$ cat src/rtl/aoc_range_parser.sv
// Byte-stream parser for the fresh-ID puzzle input: "low-high" range lines, a blank line, then ID lines.
// Optional PARSE_STATS_EN adds saturating range/id/line counters.
module aoc_range_parser #(
  parameter int ADDR_W = 17
) (
  input  logic              clk,
  input  logic              rst,
  input  logic              in_valid,
  output logic              in_ready,
  input  logic [7:0]        in_byte,
  input  logic              in_last,
  output logic              range_valid,
  input  logic              range_ready,
  output logic [ADDR_W-1:0] range_low,
  output logic [ADDR_W-1:0] range_high,
  output logic              range_fresh,
  output logic              id_valid,
  input  logic              id_ready,
  output logic [ADDR_W-1:0] id_addr,
  output logic              done,
  output logic              err
`ifdef PARSE_STATS_EN
  ,
  output logic [15:0]       range_count,
  output logic [15:0]       id_count,
  output logic [15:0]       line_count
`endif
);

  typedef enum logic [1:0] {
    S_LOW  = 2'd0,
    S_HIGH = 2'd1,
    S_IDS  = 2'd2,
    S_DONE = 2'd3
  } state_t;

  state_t              state_r;
  state_t              state_s;
  logic [ADDR_W-1:0]   acc_r;
  logic                digit_seen_r;
  logic [ADDR_W-1:0]   low_r;
  logic                range_valid_r;
  logic [ADDR_W-1:0]   range_low_r;
  logic [ADDR_W-1:0]   range_high_r;
  logic                id_valid_r;
  logic [ADDR_W-1:0]   id_addr_r;
  logic                done_r;
  logic                err_r;

  logic                in_ready_s;
  logic                accept_s;
  logic                is_digit_s;
  logic                is_nl_s;
  logic                is_cr_s;
  logic                is_dash_s;
  logic [ADDR_W+3:0]   mul_s;
  logic                ovf_s;
  logic [ADDR_W-1:0]   acc_dig_s;
  logic [ADDR_W-1:0]   val_s;
  logic                flush_s;
  logic                acc_load_s;
  logic                clr_s;
  logic                low_load_s;
  logic                emit_range_s;
  logic                emit_id_s;
  logic                err_set_s;
  logic                range_valid_n_s;
  logic                id_valid_n_s;
  logic                done_set_s;

  // A stalled output word blocks input so no second word can overwrite it.
  assign in_ready_s = (state_r != S_DONE) && !done_r &&
                      !(range_valid_r && !range_ready) && !(id_valid_r && !id_ready);
  assign accept_s   = in_valid && in_ready_s;

  assign is_digit_s = (in_byte >= 8'h30) && (in_byte <= 8'h39);
  assign is_nl_s    = (in_byte == 8'h0A);
  assign is_cr_s    = (in_byte == 8'h0D);
  assign is_dash_s  = (in_byte == 8'h2D);

  // acc*10 + digit as (acc<<3)+(acc<<1)+digit, widened by 4 bits to expose overflow.
  assign mul_s     = ({4'b0000, acc_r} << 3) + ({4'b0000, acc_r} << 1) +
                     {{ADDR_W{1'b0}}, in_byte[3:0]};
  assign ovf_s     = |mul_s[ADDR_W+3:ADDR_W];
  assign acc_dig_s = ovf_s ? {ADDR_W{1'b1}} : mul_s[ADDR_W-1:0];
  assign val_s     = is_digit_s ? acc_dig_s : acc_r;
  assign flush_s   = in_last && (is_digit_s || (is_cr_s && digit_seen_r));

  // State register.
  always_ff @(posedge clk or posedge rst) begin
    if (rst) begin
      state_r <= S_LOW;
    end else begin
      state_r <= state_s;
    end
  end

  // Next-state decode.
  always_comb begin
    state_s = state_r;
    if (!accept_s) begin
      state_s = state_r;
    end else if (in_last) begin
      state_s = S_DONE;
    end else begin
      case (state_r)
        S_LOW: begin
          if (is_dash_s && digit_seen_r) begin
            state_s = S_HIGH;
          end else if (is_nl_s && !digit_seen_r) begin
            state_s = S_IDS;
          end else begin
            state_s = S_LOW;
          end
        end
        S_HIGH: begin
          if (is_digit_s || is_cr_s) begin
            state_s = S_HIGH;
          end else begin
            state_s = S_LOW;
          end
        end
        S_IDS:   state_s = S_IDS;
        S_DONE:  state_s = S_DONE;
        default: state_s = S_LOW;
      endcase
    end
  end

  // Datapath control decode for the accepted byte.
  always_comb begin
    acc_load_s   = 1'b0;
    clr_s        = 1'b0;
    low_load_s   = 1'b0;
    emit_range_s = 1'b0;
    emit_id_s    = 1'b0;
    err_set_s    = 1'b0;
    if (!accept_s || is_cr_s) begin
      err_set_s = 1'b0;
    end else if (is_digit_s) begin
      acc_load_s = 1'b1;
      err_set_s  = ovf_s;
    end else begin
      case (state_r)
        S_LOW: begin
          if (is_dash_s && digit_seen_r) begin
            low_load_s = 1'b1;
            clr_s      = 1'b1;
          end else if (is_nl_s && !digit_seen_r) begin
            clr_s = 1'b0;
          end else begin
            err_set_s = 1'b1;
            clr_s     = 1'b1;
          end
        end
        S_HIGH: begin
          clr_s = 1'b1;
          if (is_nl_s && digit_seen_r) begin
            emit_range_s = 1'b1;
          end else begin
            err_set_s = 1'b1;
          end
        end
        S_IDS: begin
          clr_s = 1'b1;
          if (is_nl_s) begin
            emit_id_s = digit_seen_r;
          end else begin
            err_set_s = 1'b1;
          end
        end
        default: clr_s = 1'b0;
      endcase
    end
    // in_last with a number still open behaves as if a '\n' followed.
    if (accept_s && flush_s) begin
      clr_s = 1'b1;
      case (state_r)
        S_LOW:   err_set_s    = 1'b1;
        S_HIGH:  emit_range_s = 1'b1;
        S_IDS:   emit_id_s    = 1'b1;
        default: clr_s        = 1'b1;
      endcase
    end else begin
      clr_s = clr_s;
    end
  end

  assign range_valid_n_s = emit_range_s || (range_valid_r && !range_ready);
  assign id_valid_n_s    = emit_id_s || (id_valid_r && !id_ready);
  assign done_set_s      = (state_s == S_DONE) && !range_valid_n_s && !id_valid_n_s;

  // Accumulator, low bound, output words and sticky flags.
  always_ff @(posedge clk or posedge rst) begin
    if (rst) begin
      acc_r         <= {ADDR_W{1'b0}};
      digit_seen_r  <= 1'b0;
      low_r         <= {ADDR_W{1'b0}};
      range_valid_r <= 1'b0;
      range_low_r   <= {ADDR_W{1'b0}};
      range_high_r  <= {ADDR_W{1'b0}};
      id_valid_r    <= 1'b0;
      id_addr_r     <= {ADDR_W{1'b0}};
      done_r        <= 1'b0;
      err_r         <= 1'b0;
    end else begin
      if (clr_s) begin
        acc_r        <= {ADDR_W{1'b0}};
        digit_seen_r <= 1'b0;
      end else if (acc_load_s) begin
        acc_r        <= acc_dig_s;
        digit_seen_r <= 1'b1;
      end
      if (low_load_s) begin
        low_r <= acc_r;
      end
      if (emit_range_s) begin
        range_valid_r <= 1'b1;
        if (val_s < low_r) begin
          range_low_r  <= val_s;
          range_high_r <= low_r;
        end else begin
          range_low_r  <= low_r;
          range_high_r <= val_s;
        end
      end else if (range_ready) begin
        range_valid_r <= 1'b0;
      end
      if (emit_id_s) begin
        id_valid_r <= 1'b1;
        id_addr_r  <= val_s;
      end else if (id_ready) begin
        id_valid_r <= 1'b0;
      end
      err_r  <= err_r | err_set_s;
      done_r <= done_r | done_set_s;
    end
  end

`ifdef PARSE_STATS_EN
  logic [15:0] range_count_r;
  logic [15:0] id_count_r;
  logic [15:0] line_count_r;

  // Saturating handoff and line counters.
  always_ff @(posedge clk or posedge rst) begin
    if (rst) begin
      range_count_r <= 16'd0;
      id_count_r    <= 16'd0;
      line_count_r  <= 16'd0;
    end else begin
      if (range_valid_r && range_ready && (range_count_r != 16'hFFFF)) begin
        range_count_r <= range_count_r + 16'd1;
      end
      if (id_valid_r && id_ready && (id_count_r != 16'hFFFF)) begin
        id_count_r <= id_count_r + 16'd1;
      end
      if (accept_s && is_nl_s && (line_count_r != 16'hFFFF)) begin
        line_count_r <= line_count_r + 16'd1;
      end
    end
  end

  assign range_count = range_count_r;
  assign id_count    = id_count_r;
  assign line_count  = line_count_r;
`endif

  assign in_ready    = in_ready_s;
  assign range_valid = range_valid_r;
  assign range_low   = range_low_r;
  assign range_high  = range_high_r;
  assign range_fresh = range_valid_r;
  assign id_valid    = id_valid_r;
  assign id_addr     = id_addr_r;
  assign done        = done_r;
  assign err         = err_r;

endmodule

$ cat config.mk
export PLATFORM = sky130hd
export DESIGN_NAME = aoc_range_parser
export DESIGN_NICKNAME = d
export VERILOG_FILES = /design/src/rtl/aoc_range_parser.sv
export SDC_FILE = /design/constraint.sdc
export NUM_CORES = 1
export LEC_CHECK = 0
export CORE_AREA = 2 2 104 106
export DETAILED_ROUTE_END_ITERATION = 10
export DIE_AREA = 0 0 106 108
export PLACE_DENSITY = 0.81
export SLEW_MARGIN = 20
export SYNTH_ARGS = -nofsm -noshare
export SYNTH_HDL_FRONTEND = slang
export SYNTH_SLANG_ARGS = --single-unit
$ cat constraint.sdc
create_clock -name clk -period 9.6 [get_ports clk]
set_input_delay 2.88 -clock clk [delete_from_list [all_inputs] [get_ports clk]]
set_output_delay 2.88 -clock clk [all_outputs]
set_load 0.005 [all_outputs]
Word-level counts from Yosys, hierarchy flattened
Cells that the tools add are included.

word-level totals
  flip-flop bits (word level) = 92
  input bits = 14
  output and inout bits = 57

operators by class
  add/subtract/negate cells = 2
  order comparisons = 3
  equality and inequality tests = 8
  multiplexer cells = 50
  bitwise logic cells = 2
  reduce and logical (&&, ||, !) cells = 35

operators with widths
  kind                                                                                 count
  17-bit two-way mux                                                                   6
  1-bit two-way mux                                                                    37
  20-bit by 18-bit adder with 21-bit output                                            1
  21-bit by 4-bit adder with 21-bit output                                             1
  17-bit less-than comparator                                                          1
  8-bit by 4-bit equality test with 1-bit output, second input constant                2
  1-bit logical AND                                                                    15
  1-bit zero test                                                                      9
  8-bit by 6-bit equality test with 1-bit output, second input constant                1
  8-bit by 6-bit greater-or-equal comparator with 1-bit output, second input constant  1
  8-bit by 6-bit <= comparator with 1-bit output, second input constant                1
  2-bit two-way mux                                                                    4
  2-bit one-hot mux with 4 select lines                                                1
  2-bit equality test, second input constant                                           3
  2-bit nonzero test                                                                   3
  1-bit logical OR                                                                     5
  4-bit OR reduction                                                                   1
  1-bit one-hot mux with 3 select lines                                                1
  2-bit by 1-bit equality test with 1-bit output, second input constant                1
  2-bit zero test                                                                      1
  2-bit inequality test, second input constant                                         1
  1-bit OR                                                                             2
  1-bit one-hot mux with 2 select lines                                                1
  2-bit OR reduction                                                                   1

Longest topological paths before layout
Gate-level depths: netlist of the first run.

  depth after elaboration = 16
  depth in mapped cells = 25

Worst setup path before layout of the first run
OpenSTA, ideal clock, no wires.

  path kind = input port to flip-flop
  start point = input port in_byte[3]
  end point = register range_high_r[6] (netlist: range_high[6])
  setup time = 0.126 ns
  arrival time = 7.621 ns
  data required time = 9.474 ns
  slack = 1.853 ns
  stages = 24
  path buffers = 3
  cells stage by stage = fa_1 -> fa_1 -> a211oi_2 -> nor4_2 -> nor2_2 -> o31ai_2 -> xor2_1 -> nor2_1 -> buf_6 -> and2_1 -> buf_2 -> o2bb2ai_1 -> inv_1 -> ha_1 -> a21o_1 -> a21o_1 -> a21o_1 -> a211oi_1 -> o21ai_1 -> a211oi_4 -> nor2_1 -> or2_1 -> buf_2 -> a221o_1

between the ends
  elaborated cells on any way between the ends = 23
  classes of those cells = 1 x add/sub; 3 x order compare; 2 x eq/ne; 9 x mux; 8 x reduce/logical

RTL lines
  item                                      line  source
  start, declared                           10    input logic [7:0] in_byte,
  21-bit by 4-bit adder with 21-bit output  82    assign mul_s = ({4'b0000, acc_r} << 3) + ({4'b0000, acc_r} << 1) +
  4-bit OR reduction                        84    assign ovf_s = |mul_s[ADDR_W+3:ADDR_W];
  17-bit two-way mux                        85    assign acc_dig_s = ovf_s ? {ADDR_W{1'b1}} : mul_s[ADDR_W-1:0];
  17-bit two-way mux (*)                    86    assign val_s = is_digit_s ? acc_dig_s : acc_r;
  net val_s[2]                              59    logic [ADDR_W-1:0] val_s;
  17-bit less-than comparator (*)           219   if (val_s < low_r) begin
  17-bit two-way mux (*)                    219
  end signal, assigned                      201   range_high_r <= {ADDR_W{1'b0}};
  end signal, assigned                      221   range_high_r <= low_r;
  end signal, assigned                      224   range_high_r <= val_s;
  end, declared                             44    logic [ADDR_W-1:0] range_high_r;

The timed path passes the listed nets; every way through them passes the cells marked *.
A chain may end at the register's enable or synchronous reset.

Final worst setup path of the first run
  start point = input port in_byte[3]
  end point = register range_high_r[13] (netlist: range_high[13])

Same word-level chain as after synthesis.

==> results of run 1 <==
metrics by stage:
step / instances / cell area [um^2] / hold slack [ns]
finish: 888 / 7080 / 0.472
CTS: 888 / 7080 / 0.479
global route: 888 / 7080 / 0.509
floorplan: 689 / 6080 / 0.461
detailed placement: 872 / 6900 / 0.460
global placement: 872 / 6900 / 0.449
power by group through the flow:
stage / sequential [W] / combinational [W] / clock (W)
3_5_place_dp: 0.000431 / 0.000219 / 0
2_1_floorplan: 0.000424 / 0.000155 / 0
3_3_place_gp: 0.000431 / 0.000213 / 0
6_report: 0.000425 / 0.000223 / 0.000248
5_1_grt: 0.000427 / 0.000247 / 0.000262
4_1_cts: 0.000424 / 0.000220 / 0.000248
worst max-delay path by stage:
stage | slack [ns] | depth (start not counted) | end
floorplan | 1.85 | 24 | range_high[6]$_DFFE_PP0P_
global placement | 0.88 | 24 | range_low[16]$_DFFE_PP0P_
detailed placement | 0.77 | 24 | range_high[13]$_DFFE_PP0P_
CTS | 1.16 | 24 | range_high[13]$_DFFE_PP0P_
global route | 0.67 | 24 | range_low[3]$_DFFE_PP0P_
finish | 1.07 | 24 | range_high[13]$_DFFE_PP0P_
per-layer routing:
layer	wire length [um]	vias up
met3	1040	35
met5	0	-
met4	388	0
met2	8220	218
met1	7040	2741
li1	-	2624
synth_stat cells, types with 3 or more instances:
| cell type | n | area share |
|---|---|---|
| a211oi_1 | 16 | 0.020 |
| a21o_1 | 15 | 0.019 |
| a21oi_1 | 24 | 0.020 |
| a221o_1 | 6 | 0.0099 |
| a221oi_1 | 6 | 0.0086 |
| a2bb2oi_1 | 10 | 0.014 |
| a311oi_1 | 7 | 0.010 |
| a31oi_1 | 16 | 0.016 |
| and2_1 | 6 | 0.0062 |
| and3_1 | 5 | 0.0051 |
| buf_2 | 10 | 0.0082 |
| clkbuf_1 | 25 | 0.015 |
| dfrtp_1 | 92 | 0.38 |
| ha_1 | 53 | 0.11 |
| inv_1 | 35 | 0.022 |
| mux2_2 | 6 | 0.011 |
| nand2_1 | 75 | 0.046 |
| nand2b_1 | 9 | 0.0093 |
| nand3_1 | 23 | 0.019 |
| nand3b_1 | 7 | 0.0086 |
| nand4_1 | 8 | 0.0082 |
| nand4b_1 | 3 | 0.0043 |
| nor2_1 | 68 | 0.042 |
| nor3_1 | 17 | 0.014 |
| nor4_1 | 4 | 0.0041 |
| o211ai_1 | 5 | 0.0062 |
| o21ai_0 | 56 | 0.046 |
| o21bai_1 | 6 | 0.0074 |
| o22ai_1 | 5 | 0.0051 |
| o2bb2ai_1 | 3 | 0.0043 |
| o31ai_1 | 15 | 0.019 |
| o31ai_2 | 3 | 0.0062 |
| xnor2_1 | 11 | 0.016 |
| xor2_1 | 4 | 0.0058 |
worst max-delay path, cell delays in order:
cell             delay [ns]
clkdlybuf4s50_1        0.46
fa_1                   0.55
fa_1                   0.51
a211oi_2               0.33
nor4_2                 0.10
nor2_2                 0.19
o31ai_2                0.10
xor2_1                 0.15
nor2_1                 0.11
buf_4                  0.19
and2_1                 0.33
o2bb2ai_1              0.26
inv_1                  0.08
ha_1                   0.30
a21o_1                 0.16
a21o_1                 0.17
a21o_1                 0.17
a211oi_1               0.21
o21ai_1                0.14
a211oi_4               0.23
buf_4                  0.22
nor2_1                 0.07
nor2_1                 0.60
o21ai_0                0.21
cell families (layout without fill, tap and decap cells):
family / count (synthesis) / count (layout) / share of synthesized area
compound gates: 209 / 209 / 0.238
xor+xnor: 15 / 15 / 0.0216
fa+ha+maj: 55 / 55 / 0.116
buf+inv: 74 / 137 / 0.0514
flops: 92 / 92 / 0.379
mux: 6 / 6 / 0.0111
simple gates: 238 / 238 / 0.184
area by class of cell:
class                           count  area (um^2)
Clock inverter                      4         23.8
Timing Repair Buffer               86          825
Sequential cell                    92         2300
Tap cell                          136          170
Fill cell                         826         3150
Clock buffer                       12          155
Multi-Input combinational cell    523         3470
Inverter                           35          133
registers in the layout, indices dropped and copies added (netlist names):
name	count
low_r	17
range_low	17
range_fresh	1
done	1
digit_seen_r	1
err	1
state_r	2
id_valid	1
acc_r	17
id_addr	17
range_high	17
layout by cell type, fill, tap and decap left out, types with 5 or more instances in the layout:
| cell type | instances |
|---|---|
| a221o_1 | 6 |
| nor3_1 | 16 |
| clkbuf_8 | 11 |
| nand4_1 | 8 |
| a311oi_1 | 7 |
| o31ai_1 | 15 |
| o21ai_0 | 56 |
| nand3_1 | 23 |
| o22ai_1 | 5 |
| nor2_1 | 68 |
| clkdlybuf4s50_1 | 70 |
| nand3b_1 | 7 |
| o211ai_1 | 5 |
| a21oi_1 | 24 |
| xnor2_1 | 11 |
| ha_1 | 53 |
| inv_1 | 34 |
| a21o_1 | 15 |
| a211oi_1 | 16 |
| a221oi_1 | 6 |
| nand2b_1 | 9 |
| and2_1 | 6 |
| dfrtp_1 | 92 |
| a31oi_1 | 16 |
| a2bb2oi_1 | 10 |
| nand2_1 | 74 |
| o21bai_1 | 6 |
| mux2_2 | 6 |
| buf_4 | 15 |
==> metrics.csv, run 1 <==
metric,value,unit
Int Power,0.000595,W
status,finished clean,
Worst EP required,9.82,ns
CTS root buf,clkbuf_8,
Clk pwr share,0.277,
Post-Syn Area,0.00608,mm^2
CTS tree,built,
Die ar.,0.0114,mm^2
"Warnings, synthesis",0,
Worst Tran Pin Value,1.09,ns
final worst-path setup slack,1.07,ns
detailed-router iteration count before antenna repair,5,
hold path start,err$_DFF_PP0_,
Finished Core Util,0.692,
postcts setup bufs,0,
Core Rows,37,
number of remaining DRC errors,0,
Psw,0.000300,W
startpoint types,primary input,
flop-to-flop setup slack,3.51,ns
Syn Nets,758,
first-pass GRT wire length,26900,um
antenna violations before repair,0,
max-cap viol count,0,
DR iter-0 viols,373,
Min-Delay Path Depth,1,
CP startpoint,in_byte[3],
RSZ-0062 raised after global routing,false,
CTS hold repair buffers,0,
I/O Buffers,70,
WL final,16700,um
register bit total from synthesis,92,
Worst R2R Start,acc_r[0]$_DFFE_PP0P_,
cts repair resizes,0,
"critical path fanouts, max",15,
kind of critical path,in -> reg,
crit path DAT,8.75,ns
ratio of cells with drive above 1 in the final layout,0.0731,
GR Layer Usage met2,0.494,
Clock Sink Count,92,
Max Fclk,0.117,GHz
Synth Flop Type,dfrtp_1,
Yosys cell types,59,
grt met1 use,0.412,
Initial Util,0.594,
met3 Use GR,0.0277,
clk_lat worst skew,0.36,ns
register area share after synthesis,0.379,
pin count of the biggest net entering global routing,93,
DR WL/cell,18.8,um
cells after synthesis,689,
Final nets,816,
Vias/cell,6.33,
HP Class,reg -> reg,
GR peak layer,met2,
static leakage,3.37,nW
Cell Pwr Density,126,mW/mm^2
Seq pwr share,0.474,
Worst Hold End,err$_DFF_PP0_,
vias in the first global route,5207,
maximum VDD drop,0.0893,mV
final hold violations,0,
crit path time final,8.53,ns
CTS H-tree lvls,3,
r2r endpoint,range_high[13]$_DFFE_PP0P_,
die height,108,um
Comb power frac,0.249,
Core ar.,0.0102,mm^2
vias post-DR,5618,
Die Wd,106,um
Slew headroom,0.273,
"Reg clk slew, reported paths",0.09,ns
CTS Buf Count,9,
DP Worst Slack,0.767,ns
clk_skew,0.00911,ns
setup TNS,0,ns
sw frac,0.335,
final worst path period share,0.889,
Critical Path Sink Type,flop,
Ports,71,
share of flip-flops with an asynchronous set or reset,1.00,
placed wire-length estimate,12300,um
"Slew Viols, Final",0,
Diodes inserted,0,
R2R cell count,23,
global route overflow,0,
Post-synth EDFFs,0,
# setup viols final,0,
Total Power,0.000895,W
syn avg cell area,8.83,um^2
routability cong.,0.938,
Synth-to-Final Area Change,16.5,%
gr usage total,0.299,
Antenna Nets Post-Route,0,
Clock Tree Buf Depth,2,
Power figures use the tool's default switching activity.
==> run 2: changes to the inputs <==
--- a/config.mk
+++ b/config.mk
@@ -8,7 +8,9 @@
 export CORE_AREA = 2 2 104 106
 export DETAILED_ROUTE_END_ITERATION = 10
 export DIE_AREA = 0 0 106 108
+export HOLD_SLACK_MARGIN = 0.06
 export PLACE_DENSITY = 0.81
+export SETUP_SLACK_MARGIN = 0.2
 export SLEW_MARGIN = 20
 export SYNTH_ARGS = -nofsm -noshare
 export SYNTH_HDL_FRONTEND = slang
==> results of run 2 <==
Same layout as run 1: the final DEF is identical, and so are final timing and power.
==> run 3: changes to the inputs <==
==> constraint.sdc (replaced) <==
create_clock -name clk -period 9.86 [get_ports clk]
set_input_delay 2.958 -clock clk [delete_from_list [all_inputs] [get_ports clk]]
set_output_delay 2.958 -clock clk [all_outputs]
set_load 0.005 [all_outputs]
==> metrics.csv, run 3 (same netlist as run 1, synthesis figures left out) <==
metric,value,unit
"commonest non-fill, non-tap cell in the layout",dfrtp_1,
Worst EP required,10.09,ns
setup TNS,0,ns
Final nets,813,
Vias/cell,6.27,
Initial Util,0.594,
Max Used Layer,met4,
Clk pwr share,0.278,
detailed-router iteration count before antenna repair,5,
DR WL met3,1020,um
DR iter-0 viols,365,
Max Fclk,0.114,GHz
Ports,71,
r2r endpoint,range_low[3]$_DFFE_PP0P_,
sequential cell area,0.00230,mm^2
Core ar.,0.0102,mm^2
first-pass GRT wire length,26700,um
status,finished clean,
cts repair resizes,0,
antenna violations before repair,0,
CTS Buf Count,9,
area of the multi-input gates,0.00347,mm^2
vias in the first global route,5310,
Int Power,0.000579,W
flop-to-flop setup slack,3.62,ns
die height,108,um
WL final,16300,um
clk_lat worst skew,0.38,ns
CP startpoint,in_byte[3],
startpoint types,primary input,
Die ar.,0.0114,mm^2
sw frac,0.336,
postcts setup bufs,0,
Worst Tran Pin Value,1.07,ns
HP Class,reg -> reg,
final hold violations,0,
kind of critical path,in -> reg,
Finished Core Util,0.691,
CTS H-tree lvls,3,
pin count of the biggest net entering global routing,66,
"Slew Viols, Final",0,
CTS root buf,clkbuf_8,
# setup viols final,0,
clk_skew,0.0176,ns
number of remaining DRC errors,0,
"Reg clk slew, reported paths",0.09,ns
Core Rows,37,
Slew headroom,0.284,
global route overflow,0,
R2R cell count,23,
vias post-DR,5551,
Die Wd,106,um
ratio of cells with drive above 1 in the final layout,0.0708,
Total Power,0.000873,W
I/O Buffers,70,
Clock Tree Buf Depth,2,
final worst path period share,0.889,
Seq pwr share,0.474,
routability cong.,0.998,
crit path time final,8.77,ns
static leakage,3.35,nW
Worst R2R Start,acc_r[0]$_DFFE_PP0P_,
Psw,0.000294,W
RSZ-0062 raised after global routing,false,
gr usage total,0.296,
Comb power frac,0.249,
placed wire-length estimate,12200,um
crit path to,range_low[3]$_DFFE_PP0P_,
Antenna Nets Post-Route,0,
DR WL/cell,18.4,um
Critical Path Sink Type,flop,
Final Instance Area,0.00707,mm^2
max-cap viol count,0,
Fillers,828,
Diodes inserted,0,
"critical path fanouts, max",23,
WL met1,6960,um
Cell Pwr Density,124,mW/mm^2
most frequent cells in the layout,"dfrtp_1, nand2_1, clkdlybuf4s50_1",
maximum VDD drop,0.0781,mV
Clock Sink Count,92,
WL met2,7910,um
CTS hold repair buffers,0,
dpl cell area,0.00688,mm^2
Synth-to-Final Area Change,16.2,%
crit path DAT,9.00,ns
CTS tree,built,
[run 3: changes by cell type in the layout (fill, tap and decap cells not counted)]
cell / change
buf_4: -2
buf_6: -1
clkbuf_1: -1
clkinv_2: -2
clkinvlp_4: +3
[run 3: cell type report]
type	instances	area share
clock buffer	11	0.0214
tap	136	0.0241
timing repair buffer	83	0.113
multi-input combinational	523	0.492
clock inverter	5	0.00514
sequential	92	0.326
inverter	35	0.0188
[run 3: metal layers]
layer  vias up  track usage
met3        34       0.0398
met5         -            0
met1      2688        0.408
li1       2617            -
met4         0       0.0949
met2       212        0.489
[run 3: worst max-delay path, stage by stage]
cell and delay (ns):
clkdlybuf4s50_1 0.46, fa_1 0.55, fa_1 0.50, a211oi_2 0.32, nor4_2 0.10, nor2_2 0.19, o31ai_2 0.09, xor2_1 0.15
nor2_1 0.11, buf_4 0.19, and2_1 0.32, o2bb2ai_1 0.34, inv_1 0.11, ha_1 0.21, a21o_1 0.18, a21o_1 0.17
a21o_1 0.18, a211oi_1 0.22, o21ai_1 0.14, a211oi_4 0.57, buf_4 0.38, nor3_1 0.09, a221oi_1 0.29, o21ai_0 0.16
[run 3: power by group through the flow]
stage | sequential [W] | clock [W] | combinational [W]
finish | 0.000413 | 0.000242 | 0.000217
global route | 0.000415 | 0.000255 | 0.000241
CTS | 0.000412 | 0.000240 | 0.000215
detailed placement | 0.000420 | 0 | 0.000214
global placement | 0.000419 | 0 | 0.000206
floorplan | 0.000413 | 0 | 0.000151
[run 3: worst min-delay path by stage]
stage,from,endpoint,depth (start not counted)
after global placement,err$_DFF_PP0_,err$_DFF_PP0_,1
final,err$_DFF_PP0_,err$_DFF_PP0_,1
after CTS,err$_DFF_PP0_,err$_DFF_PP0_,1
after global routing,err$_DFF_PP0_,err$_DFF_PP0_,1
after detailed placement,err$_DFF_PP0_,err$_DFF_PP0_,1
after floorplan,err$_DFF_PP0_,err$_DFF_PP0_,1
[run 3: through the flow]
| stage | setup WS (ns) | instances | hold WS (ns) |
|---|---|---|---|
| after floorplan | 2.03 | 689 | 0.461 |
| final | 1.09 | 885 | 0.476 |
| after global placement | 0.942 | 869 | 0.451 |
| after CTS | 1.12 | 885 | 0.481 |
| after global routing | 0.589 | 885 | 0.511 |
| after detailed placement | 0.733 | 869 | 0.455 |
